## src/rtl/dataover_event_tracker.sv

```systemverilog
// Threshold-flag consumer: encodes over_100/over_200 into a 3-zone level and queues zone crossings.
// DATAOVER_EVT_DATA_EN: when defined, in_data is stored with each event; otherwise ev_data is tied to 0.
module dataover_event_tracker #(
  parameter int DATA_W = 32,
  parameter int TS_W   = 16,
  parameter int DEPTH  = 4
) (
  input  logic              clk,
  input  logic              rst_n,
  input  logic              in_valid,
  input  logic [DATA_W-1:0] in_data,
  input  logic              data_over_100,
  input  logic              data_over_200,
  output logic              ev_valid,
  input  logic              ev_ready,
  output logic [1:0]        ev_level,
  output logic              ev_rising,
  output logic [TS_W-1:0]   ev_ts,
  output logic [DATA_W-1:0] ev_data,
  output logic              overflow,
  output logic              flag_err,
  output logic [7:0]        drop_cnt,
  input  logic              clr_sticky
);
  localparam int AW = $clog2(DEPTH);

  typedef enum logic {S_INIT, S_TRACK} state_t;

  typedef struct packed {
    logic [1:0]        level;
    logic              rising;
    logic [TS_W-1:0]   ts;
`ifdef DATAOVER_EVT_DATA_EN
    logic [DATA_W-1:0] data;
`endif
  } ev_t;

  state_t          state, state_n;
  logic [1:0]      prev_zone, zone;
  logic            legal, smp_ok, smp_bad;
  logic            zone_ld, push, pop, drop;
  logic [TS_W-1:0] ts;
  logic [AW:0]     wr_ptr, rd_ptr;
  logic            empty, full;
  ev_t             mem [DEPTH];
  ev_t             wr_ev, head;

  // free-running timestamp
  always_ff @(posedge clk or negedge rst_n)
    if (!rst_n) ts <= '0;
    else        ts <= ts + 1'b1;

  // pair 10 (over_200 without over_100) is inconsistent and ignored
  assign legal   = !(data_over_200 && !data_over_100);
  assign zone    = data_over_200 ? 2'd2 : (data_over_100 ? 2'd1 : 2'd0);
  assign smp_ok  = in_valid && legal;
  assign smp_bad = in_valid && !legal;

  always_ff @(posedge clk or negedge rst_n)
    if (!rst_n) begin
      state     <= S_INIT;
      prev_zone <= '0;
    end else begin
      state <= state_n;
      if (zone_ld) prev_zone <= zone;
    end

  always_comb begin
    state_n = state;
    zone_ld = 1'b0;
    push    = 1'b0;
    case (state)
      S_INIT: if (smp_ok) begin
        zone_ld = 1'b1;
        state_n = S_TRACK;
      end
      S_TRACK: if (smp_ok && zone != prev_zone) begin
        zone_ld = 1'b1;
        push    = 1'b1;
      end
      default: state_n = S_INIT;
    endcase
  end

  assign empty = (wr_ptr == rd_ptr);
  assign full  = (wr_ptr[AW] != rd_ptr[AW]) && (wr_ptr[AW-1:0] == rd_ptr[AW-1:0]);
  assign pop   = !empty && ev_ready;
  // a same-cycle pop frees the slot, so a full buffer still accepts the push
  assign drop  = push && full && !pop;

  always_comb begin
    wr_ev        = '0;
    wr_ev.level  = zone;
    wr_ev.rising = (zone > prev_zone);
    wr_ev.ts     = ts;
`ifdef DATAOVER_EVT_DATA_EN
    wr_ev.data   = in_data;
`endif
  end

  always_ff @(posedge clk)
    if (push && !drop) mem[wr_ptr[AW-1:0]] <= wr_ev;

  always_ff @(posedge clk or negedge rst_n)
    if (!rst_n) begin
      wr_ptr <= '0;
      rd_ptr <= '0;
    end else begin
      if (push && !drop) wr_ptr <= wr_ptr + 1'b1;
      if (pop)           rd_ptr <= rd_ptr + 1'b1;
    end

  assign head      = mem[rd_ptr[AW-1:0]];
  assign ev_valid  = !empty;
  assign ev_level  = ev_valid ? head.level  : 2'd0;
  assign ev_rising = ev_valid ? head.rising : 1'b0;
  assign ev_ts     = ev_valid ? head.ts     : '0;
`ifdef DATAOVER_EVT_DATA_EN
  assign ev_data   = ev_valid ? head.data   : '0;
`else
  logic unused_in_data;
  assign unused_in_data = ^in_data;
  assign ev_data        = '0;
`endif

  // set conditions take priority over a same-cycle clear
  always_ff @(posedge clk or negedge rst_n)
    if (!rst_n) begin
      overflow <= 1'b0;
      flag_err <= 1'b0;
      drop_cnt <= '0;
    end else begin
      if (drop)            overflow <= 1'b1;
      else if (clr_sticky) overflow <= 1'b0;
      if (smp_bad)         flag_err <= 1'b1;
      else if (clr_sticky) flag_err <= 1'b0;
      if (drop)            drop_cnt <= clr_sticky ? 8'd1 : ((drop_cnt == 8'hFF) ? 8'hFF : drop_cnt + 8'd1);
      else if (clr_sticky) drop_cnt <= '0;
    end
endmodule

```

## config.mk

```make
export PLATFORM = sky130hd
export DESIGN_NAME = dataover_event_tracker
export DESIGN_NICKNAME = d
export VERILOG_FILES = /design/src/rtl/dataover_event_tracker.sv
export SDC_FILE = /design/constraint.sdc
export NUM_CORES = 1
export LEC_CHECK = 0
export ABC_CLOCK_PERIOD_IN_PS = 2820
export CAP_MARGIN = 0
export CORE_UTILIZATION = 51
export CTS_CLUSTER_SIZE = 14
export DETAILED_ROUTE_END_ITERATION = 12
export PLACE_DENSITY = 0.9
export SYNTH_ARGS = -nofsm -noshare
export SYNTH_HDL_FRONTEND = slang
export SYNTH_SLANG_ARGS = --single-unit
```

## constraint.sdc

```tcl
create_clock -name clk -period 2.82 [get_ports clk]
set_input_delay 0.423 -clock clk [delete_from_list [all_inputs] [get_ports clk]]
set_output_delay 0.423 -clock clk [all_outputs]
set_load 0.01 [all_outputs]
```

* After elaboration in Yosys (flattened, before gate mapping)
Memory sizes are Yosys's and may differ from the RTL's.
Index checks and enable logic that the tools add are counted.
** Operators by class
- Add/sub/neg operators :: 4
- Order comparisons :: 1
- Eq/ne operators :: 5
- Muxes and demuxes :: 19
- Bitwise gates (word level) :: 1
- Reduce and logical (&&, ||, !) cells :: 16
** Operators with widths (number)
- 2-to-1 mux 8 bit :: 4
- adder 16 x 1 -> 16 bit, second input constant :: 1
- 2-to-1 mux 16 bit :: 1
- 2-to-1 mux 1 bit :: 11
- logical AND 1 bit :: 9
- adder 8 x 1 -> 8 bit, second input constant :: 1
- == test 8 bit, second input constant :: 1
- adder 3 x 1 -> 3 bit, second input constant :: 2
- zero test 1 bit :: 5
- 2-to-1 mux 2 bit :: 2
- nonzero test 2 bit :: 2
- == test 3 bit :: 1
- == test 2 bit :: 1
- greater-than comparator 2 bit :: 1
- != test 2 bit :: 1
- one-hot mux 1 bit (2 select lines) :: 1
- != test 1 bit :: 1
- NOT 1 bit :: 1
** Storage, ports and cells
- Register bits after elaboration :: 35
- RAM bits :: 76
- Output and inout port bits :: 62
- Word-level logic and storage cells :: 55
- Memories :: 1
** Memory list
- mem :: words 4, width 19, read ports 1, clocked after Yosys merged registers in 0, write ports 1, line 45 : ev_t mem [DEPTH];

* Logic depth before layout (Yosys ltp)
Gate-level depths: netlist (run 1).
- Word-level depth :: 13
- Mapped depth :: 8
- Gate-level depth less buffers :: 6

* Least setup slack after synthesis (run 1)
No wires, ideal clock.
- Path type :: input to register
- Start :: input port data_over_200
- End :: memory mem[0][0] (netlist bit) (enable)
- Library setup time :: 377 ps
- Arrival :: 2062 ps
- Required time :: 2443 ps
- Slack :: 381 ps
- Cell stages on the path :: 7
- Buffers on the path :: 2
- Cell sequence :: nand2b_1 -> ha_1 -> nand2_1 -> and4_1 -> clkbuf_1 -> buf_2 -> and3_1
** Between the ends
- Cells in the longest elaborated chain, start to end :: 12
- Elaborated cells between the ends (all ways) :: 14
- Classes of those cells :: 1 x eq/ne; 5 x mux; 8 x reduce/logical
** RTL lines
- start: declaration :: line 13 : input logic data_over_200,
- branches (longest 3 deep; another with 2-to-1 mux 2 bit)
- logical AND 1 bit * :: line 77 : S_TRACK: if (smp_ok && zone != prev_zone) begin
- 2-to-1 mux 1 bit * :: line 77
- 2-to-1 mux 1 bit * :: line 72 : case (state)
- logical AND 1 bit (2 in a row) :: line 89 : assign drop = push && full && !pop;
- zero test 1 bit :: line 102 : if (push && !drop) mem[wr_ptr[AW-1:0]] <= wr_ev;
- logical AND 1 bit * :: line 102
- 2-to-1 mux 1 bit * :: line 102
- 2-to-1 mux 1 bit (not written as such) * :: line 102
- end: declaration :: line 45
Every way passes the cells marked *.

* Worst setup path after layout (run 1)
- Start :: register rd_ptr[0]
- End :: output port ev_rising
** Between the ends
- Cells in the longest elaborated chain, start to end :: 2
- Elaborated cells between the ends (all ways) :: 3
- Classes of those cells :: 1 x eq/ne; 1 x mux; 1 x memory
** RTL lines
- start: declaration :: line 43 : logic [AW:0] wr_ptr, rd_ptr;
- start signal: assignment :: line 110 : if (pop) rd_ptr <= rd_ptr + 1'b1;
- memory read (4 x 19 bit) or == test 3 bit (tied branches)
- 2-to-1 mux 1 bit * :: line 116 : assign ev_rising = ev_valid ? head.rising : 1'b0;
- end: declaration :: line 17 : output logic ev_rising,
Every way passes the cells marked *; elsewhere a longest branch is shown, timed or not.

==> summary.md, run 1 <==
| Metric | Value |
|---|---|
| Status | `finished, final reports clean` |
| Global Route Usage Sum | `approximately a fifth` |
| Syn Inst Count | `313` |
| Critical path data required time | `roughly 2.4 ns` |
| Portion of netlist area occupied by mux cells | `9.30%` |
| Routed wire length | `8.14 mm` |
| Number of buffer and inverter stages on the critical path | `2` |
| Max-cap violation count | `0` |
| Antenna diodes | `0` |
| Proportion of layout cells with a drive suffix above 1 | `14.4%` |
| Insertion delay to the later sink of the worst-skew pair | `0.37 ns` |
| Count of final setup violators | `0` |
| Number of flops mapped to enable cells by yosys | `76` |
| Pin count of the biggest net entering global routing | `36` |
| Ratio of total power to cell area | `slightly above 900 nW/um^2` |
| Count of vias placed by the detailed router | `2621` |
| Worst setup EP type | `output pin` |
| Die Outline Area | `9890 sq um` |
| Core box area | `9240 sq um` |
| Number of port buffers | `36` |
| Final period utilization | `95.3%` |
| Cell-by-cell listing of the critical path | `buf_4 > mux4_2 > and2_1 > clkdlybuf4s50_1` |
| Root buffer cell | `sky130_fd_sc_hd__clkbuf_8` |
| Chip height | `99.5 um` |
| TritonCTS clock tree | `yes` |
| Achievable clock frequency | `372 MHz` |
| Wire length of the first global-routing pass | `13.7 mm` |
| Maximum root-to-sink buffer count | `2` |
| Proportion of netlist area held by the largest area contributor | `between 40 and 50%` |
| Final Max Slew Viols | `0` |
| Most common cell after layout, fill and taps aside | `sky130_fd_sc_hd__edfxtp_1` |
| Share of async-settable or async-resettable flops after synthesis | `31.5%` |
| TritonCTS Sinks | `roughly 110` |
| Initial DRC Count | `166` |
| Adder and majority cell fraction of the synthesized area | `2.32%` |
| Post-CTS setup buffer count | `0` |
| Number of placement rows | `35` |
| Endpoint of the lowest-slack register-to-register path | `mem[2][11]$_DFFE_PP_` |
| DRC | `0` |
| Avg Cell Area, Syn | `15.5 sq um` |
| Global route overflow | `0` |
| Synthesized-area fraction occupied by and/or/nand/nor cells | `a little under a tenth` |
| Cell at the slowest stage of the critical path | `sky130_fd_sc_hd__mux4_2` |
| Worst path max stage delay | `0.55 ns` |
| Combined area of all synthesized cells | `~4800 sq um` |
| M2 GR Usage | `32.3%` |
| Post-place instance area | `around 5300 sq um` |
| Fillers | `670` |
| Number of warnings reported in the yosys synthesis log | `0` |
| Worst-case clock skew | `0.00933 ns` |
| Die span in x | `99.5 um` |
| Ranking of synthesized cells by area | `sky130_fd_sc_hd__edfxtp_1 47%, sky130_fd_sc_hd__dfrtp_1 18%, sky130_fd_sc_hd__mux4_2 8.8%` |
| Initial cell density of the core | `52.4%` |
| Register bit count reported by yosys | `roughly 110` |
| FF-to-FF path depth | `4` |
| Number of antenna violations at the first check in global routing | `0` |
| Final Hold Viols | `0` |
| Crit path DAT | `2.27 ns` |
| Routing usage on met1 | `22.3%` |
| Peak-usage layer in the global routing report | `met2` |
| Dominant combinational cell family by area after synthesis | `simple AND/OR/NAND/NOR gates` |
| Crit Path Max Fanout | `12` |
| Hold/Removal Path Class | `in2async` |
| RSZ-0062 raised after global routing | `no` |
| Sort of element at the start of the critical path | `register` |
| Category of the most critical setup path | `reg2out` |
| Flop-to-flop setup slack | `0.79 ns` |
| Antenna Violating Nets Remaining | `0` |
| Hold_buf cts | `0` |
| Synth Area in XOR/XNOR | `3.80%` |
| First-pass iteration count of the detailed router | `4` |
| Shortest period the worst path allows | `2.69 ns` |
| Top cell family by delay on the critical path | `buffers and inverters` |
| Detailed-placement wirelength estimate | `about 5.3 mm` |
| Max H-tree Level | `3` |
| Number of top-level pins | `approximately 100` |
| Share of the yosys chip area belonging to registers | `65.2%` |
| Cts repair resizes | `1` |
| Routability-driven placement congestion ratio | `between 0.7 and 0.8` |
| Area added between synthesis and finish | `14.2%` |
| Per-cell via count in the routed design | `5.34` |
| Clock transition at the registers of the reported paths | `about 0.10 ns` |
| Synth unique cells | `38` |
| IR Drop Worst-Case VDD | `approximately 0.57 mV` |
| Origin of the critical flop-to-flop path | `wr_ptr[1]$_DFFE_PN0P_` |
| Vias in the first global route | `2730` |
| Setup TNS | `0 ns` |
| Number of nets at the end of the flow | `405` |
| Number of clock buffers inserted by TritonCTS | `9` |
| Cell type with the largest total area after synthesis | `sky130_fd_sc_hd__edfxtp_1` |
| Met3 usage in global routing | `5.76%` |
| Avg WL per Cell | `approximately 17 um` |
| Final cell area excluding filler cells | `around 5500 sq um` |
| Total leakage power | `2.12 nW` |
| Main synth FF type | `sky130_fd_sc_hd__edfxtp_1` |
| Compound-gate portion of the synthesized area | `3.18%` |
| Top library cells by usage in the layout, fill and taps aside | `76 x sky130_fd_sc_hd__edfxtp_1, 36 x sky130_fd_sc_hd__clkdlybuf4s50_1, 35 x sky130_fd_sc_hd__dfrtp_1, 32 x sky130_fd_sc_hd__conb_1, 20 x sky130_fd_sc_hd__and2_1` |
==> worst reg2reg max path, cell delays in order, from the launching register on <==
cell	delay (ns)
sky130_fd_sc_hd__dfrtp_1	0.43
sky130_fd_sc_hd__xor2_1	0.20
sky130_fd_sc_hd__or4b_1	0.67
sky130_fd_sc_hd__and3_1	0.27
sky130_fd_sc_hd__buf_4	0.21
==> per-layer routing <==
metal	vias up	wire length [um]
met2	69	4390
met3	14	326
met1	1345	3320
li1	1193	-
met5	-	0
met4	0	109
==> synthesized netlist by cell type, types with 2 or more instances <==
master and instances:
sky130_fd_sc_hd__edfxtp_1 76, sky130_fd_sc_hd__dfrtp_1 35, sky130_fd_sc_hd__buf_4 32, sky130_fd_sc_hd__and2_1 20
sky130_fd_sc_hd__mux4_2 19, sky130_fd_sc_hd__xnor2_1 13, sky130_fd_sc_hd__inv_1 10, sky130_fd_sc_hd__and3_1 9
sky130_fd_sc_hd__ha_1 9, sky130_fd_sc_hd__nand2_1 9, sky130_fd_sc_hd__nand4_1 8, sky130_fd_sc_hd__xor2_1 8
sky130_fd_sc_hd__a21oi_1 7, sky130_fd_sc_hd__clkbuf_1 7, sky130_fd_sc_hd__nand3_1 7, sky130_fd_sc_hd__buf_2 5
sky130_fd_sc_hd__nor2_1 5, sky130_fd_sc_hd__a31oi_1 4, sky130_fd_sc_hd__a311oi_1 3, sky130_fd_sc_hd__and4_1 3
sky130_fd_sc_hd__o21ai_0 3, sky130_fd_sc_hd__a22o_1 2, sky130_fd_sc_hd__mux2_2 2, sky130_fd_sc_hd__nand2b_1 2
sky130_fd_sc_hd__nor2b_1 2
==> kinds of logic (layout without fill, tap and decap cells) <==
logic type,count (synthesis),after routing
buffers and inverters,54,72
other,1,32
AND/OR/NAND/NOR,73,73
AO/OA/AOI/OAI,23,23
XOR/XNOR,21,21
adder cells (fa/ha/maj),9,9
multiplexers,21,21
flip-flops,111,111
==> state kept, by name, summed over array words and instances (netlist names) <==
name	count
wr_ptr	3
rd_ptr	3
overflow	1
ts	16
prev_zone	2
flag_err	1
state	1
drop_cnt	8
mem	76
==> stage by stage <==
| stage | instances | util, % | hold WS, ns | setup slack, ns | power, mW |
|---|---|---|---|---|---|
| floorplan | 344 | - | 0.127 | 0.381 | 3.25 |
| global placement | 475 | 57.3 | 0.476 | 0.190 | 3.99 |
| detailed placement | 475 | 57.3 | 0.493 | 0.0686 | 4.06 |
| CTS | 491 | 59.9 | 0.463 | 0.0827 | 5.14 |
| global route | 491 | 59.9 | 0.496 | 0.00919 | 5.37 |
| finish | 491 | 59.9 | 0.464 | 0.131 | 5.08 |
==> how the worst max path moves through the flow <==
stage,slack [ns],cells after the start,from,end
6_report,0.13,4,rd_ptr[0]$_DFFE_PN0P_,ev_rising
4_1_cts,0.08,4,rd_ptr[0]$_DFFE_PN0P_,ev_rising
5_1_grt,0.009,4,rd_ptr[0]$_DFFE_PN0P_,ev_ts[13]
2_1_floorplan,0.38,7,data_over_200,mem[0][0]$_DFFE_PP_
3_5_place_dp,0.07,6,data_over_200,mem[3][15]$_DFFE_PP_
3_3_place_gp,0.19,6,data_over_200,mem[3][8]$_DFFE_PP_
==> area by class of cell <==
cell class / instances / area, sq um / share of cell area (%)
well taps: 129 / 161 / 2.92
inverters: 10 / 37.5 / 0.679
flip-flops and latches: 111 / 3160 / 57.1
clock inverters: 6 / 97.6 / 1.76
multi-input cells: 179 / 1480 / 26.7
repair buffers: 46 / 460 / 8.32
clock buffers: 10 / 138 / 2.49
==> power by group <==
group          internal [mW]  total [mW]  switching (mW)
logic                   1.04        1.94           0.892
registers               1.98        2.07          0.0902
clock network          0.540        1.07           0.534
total                   3.56        5.08            1.52
No activity file was read; power rests on OpenSTA's default activity.
==> inputs of run 2 (changes only) <==
- CELL_PAD_IN_SITES_DETAIL_PLACEMENT: not set -> 0
- CELL_PAD_IN_SITES_GLOBAL_PLACEMENT: not set -> 1
- CORE_UTILIZATION: 51 -> 35
- PLACE_DENSITY: 0.9 -> 0.78
==> run 2 against run 1 <==
  * Setup slack improved by 0.014 ns
  * Sequential cell count is the same
  * Non-clock buffer count is 1 lower
  * Core utilization down 18 points
  * First-iteration DRC count down 49%
  * Fmax increased by 0.51%
  * Global-route usage down 7.1 points
  * Sequential power hardly changed
  * Via count fell by 3.6%
  * Power rose by 2.0%
  * Combinational power barely moved
  * Largest cell class unchanged
==> summary.md, run 2 (synthesis results as in run 1) <==
| Metric | Value |
|---|---|
| Insertion delay to the later sink of the worst-skew pair | `0.34 ns` |
| Max H-tree Level | `3` |
| Cell at the slowest stage of the critical path | `sky130_fd_sc_hd__mux4_2` |
| Fillers | `1224` |
| Hold_buf cts | `0` |
| Number of nets at the end of the flow | `404` |
| Initial DRC Count | `84` |
| Global Route Usage Sum | `between 10% and 20%` |
| Share of power burned in the clock network | `22.9%` |
| Chip height | `120 um` |
| Critical path data required time | `2.40 ns` |
| Number of placement rows | `42` |
| Post-CTS setup buffer count | `0` |
| Cts repair resizes | `2` |
| TritonCTS clock tree | `yes` |
| Number of top-level pins | `~100` |
| Shortest period the worst path allows | `2.68 ns` |
| Ratio of total power to cell area | `between 900 and 1000 nW/um^2` |
| Pin count of the biggest net entering global routing | `36` |
| Hold/Removal Path Class | `in2async` |
| Worst setup slack after placement | `0.278 ns` |
| Core box area | `13300 sq um` |
| Final cell area excluding filler cells | `5650 sq um` |
| Status | `finished, final reports clean` |
| Clock transition at the registers of the reported paths | `around 0.070 ns` |
| Die Outline Area | `14300 sq um` |
| Routed wire length | `7.88 mm` |
| Number of flip-flops under the largest register name | `76` |
| IR Drop Worst-Case VDD | `0.353 mV` |
| Global route overflow | `0` |
| Vias in the first global route | `roughly 2500` |
| Routability-driven placement congestion ratio | `~0.71` |
| Net Switching | `1.54 mW` |
| Initial cell density of the core | `between 30% and 40%` |
| Max-cap violation count | `0` |
| Origin of the critical flop-to-flop path | `wr_ptr[1]$_DFFE_PN0P_` |
| Achievable clock frequency | `about 370 MHz` |
| Endpoint of the lowest-slack register-to-register path | `mem[2][11]$_DFFE_PP_` |
| Area added between synthesis and finish | `16.6%` |
| FF-to-FF path depth | `4` |
| Antenna Violating Nets Remaining | `0` |
| Final worst-path setup slack | `around 0.14 ns` |
| Category of the most critical setup path | `reg2out` |
| DRC | `0` |
| Final period utilization | `94.9%` |
| TritonCTS Sinks | `~110` |
| Count of vias placed by the detailed router | `2526` |
| Proportion of layout cells with a drive suffix above 1 | `between 10% and 20%` |
| Internal power | `3.64 mW` |
| Total leakage power | `2.13 nW` |
| First-pass iteration count of the detailed router | `4` |
| Final Hold Viols | `0` |
| Sort of element at the start of the critical path | `register` |
| Crit Path Max Fanout | `21` |
| Per-cell via count in the routed design | `between 4 and 5` |
| Detailed-placement wirelength estimate | `slightly below 5 mm` |
| Die span in x | `around 120 um` |
| Post-place instance area | `5360 sq um` |
| Final Max Slew Viols | `0` |
| Crit path DAT | `2.25 ns` |
| Avg WL per Cell | `14.7 um` |
| Sequential group share of total power | `between 30% and 40%` |
| Worst setup EP type | `output pin` |
| Top cell family by delay on the critical path | `buffers and inverters` |
| Number of buffer and inverter stages on the critical path | `2` |
| Number of clock buffers inserted by TritonCTS | `9` |
| Worst-case clock skew | `roughly 0.0093 ns` |
| Antenna diodes | `0` |
| Number of antenna violations at the first check in global routing | `0` |
| Maximum root-to-sink buffer count | `2` |
| Most common cell after layout, fill and taps aside | `sky130_fd_sc_hd__edfxtp_1` |
| Root buffer cell | `sky130_fd_sc_hd__clkbuf_16` |
| Relative contribution of combinational cells to total power | `about 37%` |
| Flop-to-flop setup slack | `0.82 ns` |
| RSZ-0062 raised after global routing | `no` |
| Worst path max stage delay | `between 0.5 and 0.6 ns` |
| Top library cells by usage in the layout, fill and taps aside | `76 x sky130_fd_sc_hd__edfxtp_1, 36 x sky130_fd_sc_hd__clkdlybuf4s50_1, 35 x sky130_fd_sc_hd__dfrtp_1, 32 x sky130_fd_sc_hd__conb_1, 20 x sky130_fd_sc_hd__and2_1` |
| Setup TNS | `0 ns` |
| Count of final setup violators | `0` |
| Number of port buffers | `36` |
| Fraction of power spent switching nets | `29.8%` |
| Wire length of the first global-routing pass | `12.6 mm` |
| Cell-by-cell listing of the critical path | `buf_6 > mux4_2 > and2_1 > clkdlybuf4s50_1` |
==> run 2: cell count changes in the layout (fill, tap and decap cells not counted), sizes merged <==
cell / change
buf: -1
bufinv: -2
clkinv: +1
clkinvlp: +2
inv: -1
==> run 2: per-stage QoR <==
stage / utilization [%] / hold slack [ns] / std cells / total power [mW]
CTS: 42.3 / 0.507 / 537 / 5.27
finish: 42.3 / 0.498 / 537 / 5.18
detailed placement: 40.1 / 0.483 / 521 / 4.06
floorplan: - / 0.127 / 344 / 3.25
global placement: 40.1 / 0.476 / 521 / 4.03
global route: 42.3 / 0.524 / 537 / 5.47
==> run 2: cell type report <==
class / count / area (sq um) / area share [%]
Sequential cell: 111 / 3160 / 55.9
Multi-Input combinational cell: 179 / 1480 / 26.2
Timing Repair Buffer: 45 / 469 / 8.31
Clock buffer: 10 / 229 / 4.05
Tap cell: 176 / 220 / 3.90
Clock inverter: 6 / 55.1 / 0.975
Inverter: 10 / 37.5 / 0.665
==> run 2: worst max path at each step <==
stage,start,endpoint,slack (ns),cells past startpoint
final,rd_ptr[0]$_DFFE_PN0P_,ev_ts[9],0.14,4
after floorplan,data_over_200,mem[0][0]$_DFFE_PP_,0.38,7
after CTS,rd_ptr[0]$_DFFE_PN0P_,ev_ts[9],0.01,4
after detailed placement,data_over_100,mem[3][1]$_DFFE_PP_,0.28,6
after global routing,rd_ptr[0]$_DFFE_PN0P_,ev_ts[9],0.03,4
after global placement,data_over_100,mem[3][1]$_DFFE_PP_,0.29,6
==> run 2: power groups by stage <==
stage	sequential [mW]	clock [mW]	combinational (mW)
2_1_floorplan	2.09	0	1.17
3_3_place_gp	2.09	0	1.95
3_5_place_dp	2.10	0	1.96
4_1_cts	2.07	1.22	1.98
5_1_grt	2.09	1.28	2.10
6_report	2.06	1.18	1.93
==> run 2: metal layers <==
metal  share of wire (%)  wire, um  vias to the layer above  global-route usage, %
met5                   0         0                        -                      0
met1                  44      3490                     1287                   15.0
li1                    -         -                     1187                      -
met4                0.86        68                        0                   4.06
met3                 3.4       270                        6                   2.99
met2                  51      4040                       46                   18.9
==> inputs of run 3 (changes only) <==
- ABC_CLOCK_PERIOD_IN_PS: 2820 -> 2600
- CORE_UTILIZATION: 35 -> 40
- PLACE_DENSITY: 0.78 -> 0.86
- clock period: 2.82 -> 2.6 ns (I/O delays scaled with it)
==> run 3 against run 2 <==
  * The flow now finishes with violations (design-rule violations)
  * Non-clock buffer count rose by 5
  * Core utilization grew 6.7 points
  * Register-to-register slack lost 0.21 ns
  * Global-route usage is 2.2 points higher
  * Critical path type unchanged
  * Highest routed layer unchanged
==> summary.md, run 3 (synthesis results as in run 1) <==
| Metric | Value |
|---|---|
| Max H-tree Level | `3` |
| Number of antenna violations at the first check in global routing | `0` |
| Cell at the slowest stage of the critical path | `sky130_fd_sc_hd__clkdlybuf4s50_1` |
| Shortest period the worst path allows | `approximately 2.5 ns` |
| Most common cell after layout, fill and taps aside | `sky130_fd_sc_hd__edfxtp_1` |
| Chip height | `approximately 110 um` |
| Hold/Removal Path Class | `in2async` |
| Die span in x | `112 um` |
| Number of buffer and inverter stages on the critical path | `2` |
| Final cell area excluding filler cells | `5690 sq um` |
| Internal power | `3.99 mW` |
| Proportion of layout cells with a drive suffix above 1 | `15.8%` |
| Post-place instance area | `5340 sq um` |
| Net Switching | `1.72 mW` |
| Global route overflow | `0` |
| Worst path max stage delay | `0.47 ns` |
| Routability-driven placement congestion ratio | `0.711` |
| Hold_buf cts | `0` |
| DRC | `4` |
| Avg WL per Cell | `15.6 um` |
| Core box area | `11600 sq um` |
| IR Drop Worst-Case VDD | `around 0.43 mV` |
| Crit Path Max Fanout | `22` |
| Worst setup EP type | `output pin` |
| Top library cells by usage in the layout, fill and taps aside | `76 x sky130_fd_sc_hd__edfxtp_1, 33 x sky130_fd_sc_hd__dfrtp_1, 32 x sky130_fd_sc_hd__conb_1, 27 x sky130_fd_sc_hd__clkdlybuf4s50_1, 20 x sky130_fd_sc_hd__and2_1` |
| Critical path data required time | `2.21 ns` |
| Detailed-placement wirelength estimate | `4.98 mm` |
| Count of vias placed by the detailed router | `2561` |
| Count of final setup violators | `0` |
| Max-cap violation count | `0` |
| Root buffer cell | `sky130_fd_sc_hd__clkbuf_16` |
| Global Route Usage Sum | `13.8%` |
| Relative contribution of combinational cells to total power | `37.2%` |
| Vias in the first global route | `around 2600` |
| Die Outline Area | `12600 sq um` |
| Total leakage power | `2.27 nW` |
| RSZ-0062 raised after global routing | `yes` |
| Number of placement rows | `39` |
| Number of clock buffers inserted by TritonCTS | `9` |
| Violations in the final reports | `design-rule violations` |
| Pin count of the biggest net entering global routing | `36` |
| Final Max Slew Viols | `0` |
| TritonCTS Sinks | `111` |
| Final period utilization | `97.2%` |
| Number of flip-flops under the largest register name | `76` |
| Routed wire length | `7.92 mm` |
| Achievable clock frequency | `396 MHz` |
| Antenna Violating Nets Remaining | `0` |
| Per-cell via count in the routed design | `between 5 and 6` |
| Sort of element at the start of the critical path | `register` |
| Insertion delay to the later sink of the worst-skew pair | `approximately 0.34 ns` |
| Status | `finished, violations left` |
| Clock transition at the registers of the reported paths | `0.07 ns` |
| Top cell family by delay on the critical path | `buffers and inverters` |
| First-pass iteration count of the detailed router | `11` |
| Initial DRC Count | `114` |
| Area added between synthesis and finish | `17.4%` |
| Sequential group share of total power | `between 30% and 40%` |
| Ratio of total power to cell area | `1000 nW/um^2` |
| Setup TNS | `0 ns` |
| TritonCTS clock tree | `yes` |
| Cell-by-cell listing of the critical path | `xor2_2 > or3_1 > buf_6 > and2_1 > clkdlybuf4s50_1` |
| Category of the most critical setup path | `reg2out` |
| Maximum root-to-sink buffer count | `2` |
| Final Hold Viols | `0` |
| Worst setup slack after placement | `approximately 0.025 ns` |
| Number of port buffers | `36` |
| Initial cell density of the core | `41.7%` |
| Antenna diodes | `0` |
| Share of power burned in the clock network | `between 20% and 30%` |
| Crit path DAT | `2.14 ns` |
| Final worst-path setup slack | `0.0721 ns` |
| Number of top-level pins | `101` |
| Worst-case clock skew | `just over 0.009 ns` |
| Cell Count Post-Placement | `491` |
| Non-filler cells, final | `about 500` |
| Wire length of the first global-routing pass | `around 13 mm` |
| Number of nets at the end of the flow | `slightly above 400` |
| Fraction of power spent switching nets | `a little under a third` |
| Post-Route Hold Slack | `approximately 0.46 ns` |
## run 3: stage by stage
stage / power (mW) / util (%)
finish: 5.71 / 49.0
global route: 6.04 / 49.0
CTS: 5.81 / 48.6
detailed placement: 4.46 / 45.9
global placement: 4.41 / 45.9
floorplan: 3.53 / -
## run 3: final cells by class
type                            count  area, sq um
Sequential cell                   111         3160
Clock buffer                        9          225
Tap cell                          143          179
Fill cell                         984         5930
Clock inverter                      7         75.1
Multi-Input combinational cell    179         1480
Inverter                           10         37.5
Timing Repair Buffer               50          529
## run 3: final timing paths
| kind | from | to | slack [ns] | cells past startpoint |
|---|---|---|---|---|
| max in group asynchronous | rst_n | rd_ptr[0]$_DFFE_PN0P_ | 1.78 | 2 |
| min reg2reg | wr_ptr[2]$_DFFE_PN0P_ | wr_ptr[2]$_DFFE_PN0P_ | 0.49 | 1 |
| min | rst_n | drop_cnt[3]$_DFFE_PN0P_ | 0.46 | 2 |
| max reg2reg | wr_ptr[1]$_DFFE_PN0P_ | mem[2][6]$_DFFE_PP_ | 0.61 | 4 |
| max | wr_ptr[0]$_DFFE_PN0P_ | ev_ts[6] | 0.07 | 5 |
| min in group clk | wr_ptr[2]$_DFFE_PN0P_ | wr_ptr[2]$_DFFE_PN0P_ | 0.49 | 1 |
## run 3: repair_timing
item / in CTS / in global routing
gates resized for setup: 1 / 12
buffers inserted: 0 / 2
cloned: 0 / 0
setup endpoints to repair: 13 / 19
## run 3: worst register-to-register path, delay by kind of cell (launching register included)
kind | cells | cell delay (ns)
xor+xnor | 1 | 0.20
buf+inv | 1 | 0.19
simple gates | 2 | 0.95
flops | 1 | 0.41
## run 3: power groups by stage
stage	Combinational (mW)	Clock (mW)	Sequential [mW]
final	2.12	1.34	2.25
after global routing	2.33	1.44	2.27
after CTS	2.19	1.37	2.24
after detailed placement	2.18	0	2.28
after global placement	2.14	0	2.27
after floorplan	1.27	0	2.26
## run 3: per-layer routing
layer	up-vias	routed length, um	global-route usage (%)	part of all wire (%)
met5	-	0	0	0
met4	0	61	4.89	0.77
met3	4	261	3.46	3.3
met2	59	4080	22.7	51
met1	1294	3520	18.0	44
li1	1204	-	-	-
